==> src/rtl/rotary_quadrature_driver_pkg.sv <==
// rotary_quadrature_driver_pkg: shared state encoding, dir codes and A/B phase map
package rotary_quadrature_driver_pkg;
  typedef enum logic [2:0] {
    IDLE    = 3'd0,
    SETUP   = 3'd1,
    PH_A    = 3'd2,
    PH_AB   = 3'd3,
    PH_B    = 3'd4,
    RELEASE = 3'd5
  } state_t;
  localparam logic [1:0] DIR_POS_X = 2'b00;
  localparam logic [1:0] DIR_NEG_X = 2'b01;
  localparam logic [1:0] DIR_NEG_Y = 2'b10;
  localparam logic [1:0] DIR_POS_Y = 2'b11;
  function automatic logic [1:0] ab_of(input state_t s);
    return s == PH_A ? 2'b10 : s == PH_AB ? 2'b11 : s == PH_B ? 2'b01 : 2'b00;
  endfunction
endpackage

==> src/rtl/rotary_quadrature_driver_cmd_fifo.sv <==
// rotary_quadrature_driver_cmd_fifo: sync command queue, push+pop legal at any occupancy
module rotary_quadrature_driver_cmd_fifo #(
  parameter int WIDTH = 4,
  parameter int DEPTH = 4,
  localparam int AW = $clog2(DEPTH),
  localparam int CW = $clog2(DEPTH + 1)
) (
  input  logic             clk,
  input  logic             rst_n,
  input  logic             push,
  input  logic             pop,
  input  logic [WIDTH-1:0] din,
  output logic [WIDTH-1:0] dout,
  output logic             full,
  output logic             empty,
  output logic [CW-1:0]    count
);
  logic [WIDTH-1:0] mem [DEPTH];
  logic [AW-1:0] wptr, rptr;
  logic do_push, do_pop;
  assign empty = count == '0;
  assign full = count == CW'(DEPTH);
  assign dout = mem[rptr];
  assign do_pop = pop && !empty;
  assign do_push = push && (!full || do_pop);
  // pointer and occupancy update; a pop frees the slot a same-cycle push uses
  always_ff @(posedge clk) begin
    if (!rst_n) begin
      wptr <= '0;
      rptr <= '0;
      count <= '0;
    end else begin
      wptr <= do_push ? wptr + AW'(1) : wptr;
      rptr <= do_pop ? rptr + AW'(1) : rptr;
      count <= count + CW'(do_push) - CW'(do_pop);
    end
  end
  // storage write
  always_ff @(posedge clk) begin
    if (do_push) mem[wptr] <= din;
  end
endmodule

==> src/rtl/rotary_quadrature_driver.sv <==
// rotary_quadrature_driver: plays each queued move command as one quadrature detent
module rotary_quadrature_driver
  import rotary_quadrature_driver_pkg::*;
#(
  parameter int PHASE_CYCLES = 4,
  parameter int FIFO_DEPTH = 4,
  localparam int CNT_W = $clog2(PHASE_CYCLES + 1),
  localparam int CW = $clog2(FIFO_DEPTH + 1)
) (
  input  logic       clk,
  input  logic       rst_n,
  input  logic       cmd_valid,
  input  logic [3:0] cmd_data,
  output logic       cmd_ready,
  output logic [3:0] inp,
  output logic       ROT_A,
  output logic       ROT_B,
  output logic       busy,
  output logic       done
);
  state_t state, nxt;
  logic [CNT_W-1:0] cnt;
  logic [3:0] head;
  logic [CW-1:0] count;
  logic full, empty, pop, last;
  rotary_quadrature_driver_cmd_fifo #(.WIDTH(4), .DEPTH(FIFO_DEPTH)) u_fifo (
    .clk(clk),
    .rst_n(rst_n),
    .push(cmd_valid && cmd_ready),
    .pop(pop),
    .din(cmd_data),
    .dout(head),
    .full(full),
    .empty(empty),
    .count(count)
  );
  assign cmd_ready = !full || pop;
  assign busy = state != IDLE;
  // next state: pop from IDLE or at the end of RELEASE, else step phases on counter expiry
  always_comb begin
    last = cnt == CNT_W'(1);
    pop = !empty && (state == IDLE || (state == RELEASE && last));
    nxt = pop ? SETUP : (state == IDLE || !last) ? state : state == RELEASE ? IDLE : state_t'(state + 3'd1);
  end
  // occupancy can never exceed the queue depth
  always_comb assert (count <= CW'(FIFO_DEPTH));
  // FSM, phase counter and registered outputs; A/B follow the state being entered
  always_ff @(posedge clk) begin
    if (!rst_n) begin
      state <= IDLE;
      cnt <= '0;
      inp <= '0;
      {ROT_A, ROT_B} <= 2'b00;
      done <= 1'b0;
    end else begin
      state <= nxt;
      cnt <= nxt != state ? CNT_W'(PHASE_CYCLES) : state == IDLE ? cnt : cnt - CNT_W'(1);
      inp <= pop ? head : inp;
      {ROT_A, ROT_B} <= ab_of(nxt);
      done <= state == RELEASE && last;
    end
  end
endmodule

==> config.mk <==
export PLATFORM = sky130hd
export DESIGN_NAME = rotary_quadrature_driver
export DESIGN_NICKNAME = d
export VERILOG_FILES = /design/src/rtl/rotary_quadrature_driver_pkg.sv /design/src/rtl/rotary_quadrature_driver_cmd_fifo.sv /design/src/rtl/rotary_quadrature_driver.sv
export SDC_FILE = /design/constraint.sdc
export NUM_CORES = 1
export LEC_CHECK = 0
export ABC_AREA = 1
export BUFFER_PORTS_ARGS = -buffer_cell sky130_fd_sc_hd__buf_4
export CORE_ASPECT_RATIO = 2
export CORE_MARGIN = 5
export CORE_UTILIZATION = 30
export DETAILED_ROUTE_END_ITERATION = 8
export HOLD_SLACK_MARGIN = 0.15
export PLACE_DENSITY = 0.45
export REMOVE_ABC_BUFFERS = 1
export SETUP_SLACK_MARGIN = 0.02
export SYNTH_ARGS = -nofsm -noshare
export SYNTH_HDL_FRONTEND = slang
export SYNTH_SLANG_ARGS = --single-unit
==> constraint.sdc <==
create_clock -name clk -period 2.58 [get_ports clk]
set_input_delay 0.387 -clock clk [delete_from_list [all_inputs] [get_ports clk]]
set_output_delay 0.387 -clock clk [all_outputs]
set_load 0.01 [all_outputs]
==> impl_metrics.toml, run 1 <==
[cts]
cts_buffer_depth = 2
postCtsSetupRepairBufs = 0
cts_tree = "built"
clk-insertion-delay-late_ns = 0.28
cts_root_buf = "clkbuf_8"
cts_max_level = 2
ctsHoldBuffers = 0
numCtsBuffers = 5
clock-sinks = 36
cts_resized = 0
clkTransAtPathRegs_ns = 0.07

[timing]
whs_ns = 0.302
setup_viol = 0
post-route-period-util_pct = 93.0
worst_clock_skew_ns = 0.00411
worst_pin_slew_ns = 0.402
fmax_mhz = 417
finalSetupTns_ns = 0
fin_crit_ns = 2.40
hold_viol = 0
finalMaxSlewViolations = 0
maxSlewHeadroom_pct = 73.1
grt_setup_unrepaired = "false"

[critical_path]
required_ns = 2.75
critPathLaunchType = "register"
critPathKind = "register to register"
r2r_start = "cnt[1]"
r2r_cells = 16
crit_fanout = 10
crit_arrival_ns = 2.57
endpoint_kind = "register"
crit_start = "cnt[1]"

[global_route]
grt_pass1_wl_mm = 5.46
grt.total_usage_pct = 9.79
antenna_found_initial = 0
grt_max_degree = 16
first_global_vias = 1215
grt_overflow_total = 0

[yosys]
synthTopCellsByArea = "edfxtp_1, dfxtp_1, ha_1"
synth_area_per_cell_um2 = 9.83
synth_area_leader_cell = "edfxtp_1"
synth_ff_type = "dfxtp_1"
synth_top_area_share_pct = 29.4
ys_seq_area_share_pct = 54.0
synth_cells = 166
synth_edf_count = 16
synth.cell_area_um2 = 1630
ys_ff_latch = 36
yosys_warnings = 0
synthArstFlopShare_pct = 0
ys_types = 29

[placement]
routabilityCongestion = 0.705
placed_cells = 239
portBuffers = 15
dpl.hpwl_mm = 2.47

[routing]
dr.pass1.iters = 4
antenna_left = 0
wl_mm = 3.11
drcViolationCount = 0
routedWlPerCell_um = 12.6
vias = 1099
drtIter0Drc = 54
viasPerCell = 4.45

[power_and_ir_drop]
p_total_uw = 2150
ir_drop_mv = 0.551
power.density_nw_per_um2 = 1120
power_leakage_uw = 0.000823

[layout]
syn_to_final_growth_pct = 18.0
nNetsFinal = 202
multiInputGateArea_um2 = 638
drive_gt1_share_pct = 21.4
fin_cells = 247
fillers = 560
seq_area_um2 = 881
n_antenna_cell = 0

[min_path]
hp-class = "input port to register"
min_from = "cmd_data[3]"
min_path_cells = 1

[floorplan]
io_pins = 16
die_w_um = 62.1
initial_core_util_pct = 30.4
fp.dieH_um = 114
die-area_um2 = 7100
core_um2 = 5370
rows = 38

[run_status]
status = "complete, no violations"

[job]
maxCapViolCount = 0
layer usage:
metal / vias to the layer above / global-route usage (%) / wire, um
li1: 573 / - / -
met1: 505 / 9.18 / 1130
met2: 15 / 18.9 / 1820
met3: 6 / 2.85 / 94
met4: 0 / 4.34 / 68
met5: - / 0 / 0
Yosys cell counts, types with 2 or more instances:
cell and n:
xor2_1 3, inv_2 3, nand2_1 15, dfxtp_1 20, nor2_1 26, nand3_1 2, ha_1 8, edfxtp_1 16
o21ai_1 6, o22ai_1 4, nand4_1 3, nand2_2 3, inv_1 22, nor2_2 2, nand2_4 4, a21oi_1 6
o21ai_0 11
logic make-up (layout without fill, tap and decap cells):
family	count (synthesis)	count (layout)	synth area share, %
adder cells (fa/ha/maj)	9	9	7.36
AO/OA/AOI/OAI	27	27	8.59
flip-flops	36	36	54.0
AND/OR/NAND/NOR	61	61	20.9
buffers and inverters	29	50	6.90
multiplexers	1	1	0.614
XOR/XNOR	3	3	1.61
metrics by stage:
stage / setup slack [ns] / area, um2 / util (%)
after global routing: 0.0243 / 1930 / 35.8
final: 0.181 / 1930 / 35.8
after CTS: 0.117 / 1930 / 35.8
after floorplan: 0.319 / 1620 / -
after global placement: 0.236 / 1810 / 33.7
after detailed placement: 0.135 / 1810 / 33.7
worst max-delay path, stage by stage, from the launching register on:
cell and delay (ns):
dfxtp_1 0.33, inv_1 0.07, ha_1 0.21, nand2_4 0.10, inv_2 0.05, nand2_4 0.09, nand2_4 0.07, nand2_8 0.10
inv_4 0.06, ha_1 0.26, inv_1 0.06, ha_1 0.13, inv_1 0.04, fa_1 0.37, xor2_1 0.17, o21ai_1 0.13
a21oi_1 0.05
registers in the layout, summed over array words and instances, names as in the netlist:
| register | flops |
|---|---|
| u_fifo.count | 3 |
| inp | 4 |
| ROT_A | 1 |
| ROT_B | 1 |
| u_fifo.wptr | 2 |
| u_fifo.rptr | 2 |
| done | 1 |
| cnt | 3 |
| u_fifo.mem | 16 |
| state | 3 |
final cells by class:
class | instances | share of cell area [%]
Tap cell | 60 | 3.90
Multi-Input combinational cell | 101 | 33.1
Timing Repair Buffer | 15 | 5.85
Clock buffer | 5 | 3.57
Sequential cell | 36 | 45.7
Clock inverter | 3 | 2.40
Inverter | 27 | 5.39
power breakdown:
group / total, uW / internal [uW] / switching, uW
Combinational: 839 / 327 / 511
Sequential: 813 / 715 / 98.2
Clock: 498 / 291 / 207
cells in the final DEF (no fill, tap or decap), drive strengths merged, types with 3 or more instances in the layout:
cell	count
a21oi	6
buf	15
clkbuf	5
dfxtp	20
edfxtp	16
ha	8
inv	27
nand2	23
nand3	3
nand4	4
nor2	29
o21ai	17
o22ai	4
xor2	3
worst paths after layout:
check / to / slack [ns]
max reg2reg: u_fifo.count[2] / 0.18
min: u_fifo.mem[2][3] / 0.30
min reg2reg: inp[3] / 0.51
max: u_fifo.count[2] / 0.18
Note: power is estimated with default switching activity, not from simulation.
==> run 2, diff against run 1 <==
Settings changed: CORE_UTILIZATION 30 to 50, PLACE_DENSITY 0.45 to 0.68.
==> run 2 against run 1 <==
Compared with the run above: via count rose by 3.8%; clock-buffer cell count increased by 1; wire length decreased by 9.8%; highest routed layer unchanged; hold slack about the same.
==> impl_metrics.toml, run 2 (synthesis gave the netlist of run 1 again) <==
[floorplan]
fp.dieH_um = 90.8
die-area_um2 = 4570
io_pins = 16
rows = 29
core_um2 = 3160
initial_core_util_pct = 51.7
die_w_um = 50.4

[critical_path]
critPathKind = "register to register"
max_stage_delay_ns = 0.39
critPathLaunchType = "register"
crit_chain = "inv_1 -> ha_1 -> nand2_4 -> inv_2 -> nand2_4 -> nand2_4 -> nand2_8 -> inv_4 -> ha_1 -> inv_1 -> ha_1 -> inv_1 -> fa_1 -> xor2_1 -> o21ai_0 -> a21oi_1"
required_ns = 2.75
endpoint_kind = "register"
crit_family = "adder cells"
slowest_stage = "fa_1"
crit_start = "cnt[1]"
crit_fanout = 10
r2r_slack_ns = 0.16
r2r_start = "cnt[1]"
crit_buf_inv = 5
crit_arrival_ns = 2.59

[routing]
dr.pass1.iters = 4
drtIter0Drc = 11
wl_mm = 2.80
drcViolationCount = 0
vias = 1141
routedWlPerCell_um = 12.9
antenna_left = 0
viasPerCell = 5.23

[timing]
finalMaxSlewViolations = 0
worst_pin_slew_ns = 0.371
maxSlewHeadroom_pct = 75.0
hold_viol = 0
fmax_mhz = 413
post-route-period-util_pct = 93.9
setup_viol = 0
worst_clock_skew_ns = 0.00919
grt_setup_unrepaired = "false"
fin_crit_ns = 2.42
finalSetupTns_ns = 0

[layout]
top_regs = "u_fifo.mem (16), inp (4)"
final_cell_mix = "nor2_1, inv_1, dfxtp_1, edfxtp_1"
fin_cells = 218
drive_gt1_share_pct = 21.4
largest_reg_flops = 16
n_antenna_cell = 0
nNetsFinal = 202
syn_to_final_growth_pct = 15.3
largest_register = "u_fifo.mem"
mostFrequentLayoutCell = "nor2_1"
utilization_pct = 59.6

[global_route]
grt.total_usage_pct = 13.9
grt_overflow_total = 0
antenna_found_initial = 0
grt_max_degree = 16
first_global_vias = 1202
grt_pass1_wl_mm = 4.94

[cts]
numCtsBuffers = 5
cts_buffer_depth = 2
cts_tree = "built"
postCtsSetupRepairBufs = 0
cts_root_buf = "clkbuf_8"
cts_max_level = 2
ctsHoldBuffers = 0
clk-insertion-delay-late_ns = 0.29
clock-sinks = 36
cts_resized = 0
clkTransAtPathRegs_ns = 0.07

[run_status]
status = "complete, no violations"

[min_path]
hp-class = "input port to register"
min_from = "cmd_data[2]"

[placement]
routabilityCongestion = 0.782
dpl.hpwl_mm = 2.21
portBuffers = 15
placed_cells = 210

[power_and_ir_drop]
power_leakage_uw = 0.000820
power.density_nw_per_um2 = 1110
ir_drop_mv = 0.730

[job]
maxCapViolCount = 0
## run 2: cell count changes in the layout (fill, tap and decap cells not counted)
| cell | change |
|---|---|
| clkbuf_16 | +1 |
| clkinv_2 | +1 |
| o21ai_0 | +1 |
| o21ai_1 | -1 |
| bufinv_16 | -1 |
| inv_6 | -1 |
## run 2: worst paths after layout
check                          end  depth (start not counted)
hold reg to reg             inp[1]                          2
setup reg to reg   u_fifo.count[2]                         16
hold / removal    u_fifo.mem[0][2]                          1
setup / recovery   u_fifo.count[2]                         16
## run 2: layout make-up
class / instances / area (um2)
clock buffers: 6 / 93.8
clock inverters: 2 / 12.5
fillers: 282 / 1280
inverters: 27 / 104
multi-input cells: 101 / 638
flip-flops and latches: 36 / 881
well taps: 31 / 38.8
repair buffers: 15 / 113
## run 2: metal layers
layer / global-route usage [%] / share of wire (%)
met1: 12.6 / 34
met2: 26.1 / 59
met3: 4.79 / 4.3
met4: 5.97 / 2.4
met5: 0 / 0
## run 2: metrics by stage
stage | cell area [um2] | total power, uW | setup WS (ns) | hold WS, ns
after floorplan | 1620 | 1450 | 0.319 | 0.476
after global placement | 1770 | 1630 | 0.260 | 0.484
after detailed placement | 1770 | 1680 | 0.155 | 0.498
after CTS | 1880 | 2130 | 0.142 | 0.293
after global routing | 1880 | 2270 | 0.0213 | 0.288
final | 1880 | 2100 | 0.157 | 0.302
## run 2: worst register-to-register path, stage by stage (launching register included)
cell,delay (ns)
dfxtp_1,0.31
inv_1,0.06
ha_1,0.21
nand2_4,0.10
inv_2,0.06
nand2_4,0.09
nand2_4,0.07
nand2_8,0.10
inv_4,0.06
ha_1,0.27
inv_1,0.06
ha_1,0.13
inv_1,0.04
fa_1,0.39
xor2_1,0.17
o21ai_0,0.15
a21oi_1,0.05
## run 2: power breakdown
group          switching [uW]  total, uW  internal (uW)
clock network             192        438            246
logic                     516        847            330
registers                94.8        810            716
==> run 3, diff against run 2 <==
Settings changed: RECOVER_POWER set to 100.
Clock period 2.58 ns to 2.79 ns, I/O delays scaled along.
==> run 3 against run 2 <==
Compared with the run above: clock-buffer cell count is the same; register-to-register slack gained 0.16 ns; combinational power shrank 15%; hold slack gained 0.090 ns; critical path depth is the same; design area shrank 4.6%; critical path type unchanged; highest routed layer unchanged.
==> impl_metrics.toml, run 3 (synthesis gave the netlist of run 1 again) <==
[power_and_ir_drop]
p_seq_share_pct = 39.1
switching_share_pct = 37.0
power.density_nw_per_um2 = 1060
power_leakage_uw = 0.000760
p_sw_uw = 704
pwr-share-clk_pct = 22.9
p_int_uw = 1200
p_total_uw = 1900
ir_drop_mv = 0.645
power_frac_comb_pct = 38.0

[timing]
finalSetupTns_ns = 0
post-route-period-util_pct = 88.6
whs_ns = 0.392
finalMaxSlewViolations = 0
maxSlewHeadroom_pct = 73.5
worst_clock_skew_ns = 0.00738
hold_viol = 0
fmax_mhz = 405
setup_viol = 0
grt_setup_unrepaired = "false"
fin_crit_ns = 2.47
worst_pin_slew_ns = 0.397

[routing]
drcViolationCount = 0
dr_wl_met3_um = 105
dr.pass1.iters = 3
viasPerCell = 5.10
antenna_left = 0
routedWlPerCell_um = 12.9
vias = 1112
wirelength_met1_mm = 1.00
wl_mm = 2.81
top_layer_used = "met4"
drtIter0Drc = 8
wl_met2_mm = 1.63

[floorplan]
core_um2 = 3160
rows = 29
fp.dieH_um = 90.8
die_w_um = 50.4
initial_core_util_pct = 51.7
io_pins = 16
die-area_um2 = 4570

[layout]
final_cell_area_um2 = 1790
nNetsFinal = 202
syn_to_final_growth_pct = 9.97
largest_register = "u_fifo.mem"
mostFrequentLayoutCell = "nor2_1"
largest_reg_flops = 16
drive_gt1_share_pct = 10.7
n_antenna_cell = 0
top_regs = "u_fifo.mem (16), inp (4)"
final_cell_mix = "nor2_1, inv_1, dfxtp_1, nand2_1, edfxtp_1"

[global_route]
grt_max_degree = 16
grt_overflow_total = 0
antenna_found_initial = 0
grt.total_usage_pct = 14.1
first_global_vias = 1240
grt_pass1_wl_mm = 5.03

[min_path]
min_path_cells = 1
hp-class = "input port to register"
min_from = "cmd_data[1]"
hold_end = "u_fifo.mem[2][1]"

[cts]
cts_root_buf = "clkbuf_8"
clk-insertion-delay-late_ns = 0.28
numCtsBuffers = 5
cts_buffer_depth = 2
cts_max_level = 2
cts_resized = 0
clkTransAtPathRegs_ns = 0.07
cts_tree = "built"
clock-sinks = 36
ctsHoldBuffers = 0
postCtsSetupRepairBufs = 0

[placement]
portBuffers = 15
dpl.hpwl_mm = 2.24
dpl_cell_area_um2 = 1770
routabilityCongestion = 0.782

[job]
maxCapViolCount = 0

[critical_path]
required_ns = 2.96
endpoint_kind = "register"
crit_fanout = 10
r2r_cells = 16
crit_arrival_ns = 2.64
critPathLaunchType = "register"
r2r_start = "cnt[1]"
rr_endpoint = "u_fifo.count[2]"
r2r_slack_ns = 0.32
critPathKind = "register to register"

[run_status]
status = "complete, no violations"
run 3: cell types whose count changed in the layout (fill, tap and decap cells not counted), moves of 2 or more:
cell	previous run	this run
nand2_2	3	1
nand2_4	4	2
clkbuf_1	0	13
buf_4	15	3
nand2_1	15	19
run 3: how the worst max path moves through the flow:
stage | from | to | slack (ns) | depth (start not counted)
after floorplan | cnt[1] | u_fifo.count[2] | 0.53 | 16
after global placement | cnt[1] | u_fifo.count[2] | 0.47 | 16
after detailed placement | cnt[1] | u_fifo.count[2] | 0.36 | 16
after CTS | cnt[1] | u_fifo.count[2] | 0.36 | 16
after global routing | cnt[1] | u_fifo.count[2] | 0.16 | 16
final | cnt[1] | u_fifo.count[2] | 0.32 | 16
run 3: worst max-delay path, stage by stage (launching register included):
cell and delay [ns]:
dfxtp_1 0.31, inv_1 0.06, ha_1 0.21, nand2_4 0.08, inv_1 0.05, nand2_1 0.15, nand2_4 0.09, nand2_8 0.10
inv_4 0.06, ha_1 0.26, inv_1 0.06, ha_1 0.13, inv_1 0.04, fa_1 0.39, xor2_1 0.17, o21ai_0 0.14
a21oi_1 0.05
run 3: layer usage:
| layer | vias up | GRT usage (%) |
|---|---|---|
| met5 | - | 0 |
| met4 | 0 | 6.82 |
| met3 | 6 | 4.96 |
| met2 | 16 | 25.9 |
| met1 | 517 | 12.9 |
| li1 | 573 | - |
run 3: power groups by stage:
| stage | combinational (uW) | clock [uW] | sequential (uW) |
|---|---|---|---|
| finish | 722 | 435 | 745 |
| global route | 836 | 475 | 759 |
| CTS | 796 | 447 | 748 |
| detailed placement | 794 | 0 | 758 |
| global placement | 750 | 0 | 756 |
| floorplan | 591 | 0 | 750 |
run 3: final cells by class:
| class | count | area (um2) |
|---|---|---|
| Inverter | 27 | 104 |
| Tap cell | 31 | 38.8 |
| Clock buffer | 6 | 72.6 |
| Fill cell | 292 | 1360 |
| Timing Repair Buffer | 15 | 67.6 |
| Multi-Input combinational cell | 101 | 596 |
| Clock inverter | 2 | 35.0 |
| Sequential cell | 36 | 881 |
run 3: stage by stage:
step / util, % / std cells / worst slack, ns
2_1_floorplan: - / 164 / 0.529
3_3_place_gp: 56.2 / 210 / 0.469
3_5_place_dp: 56.2 / 210 / 0.364
4_1_cts: 59.6 / 218 / 0.356
5_1_grt: 56.8 / 218 / 0.157
6_report: 56.8 / 218 / 0.319
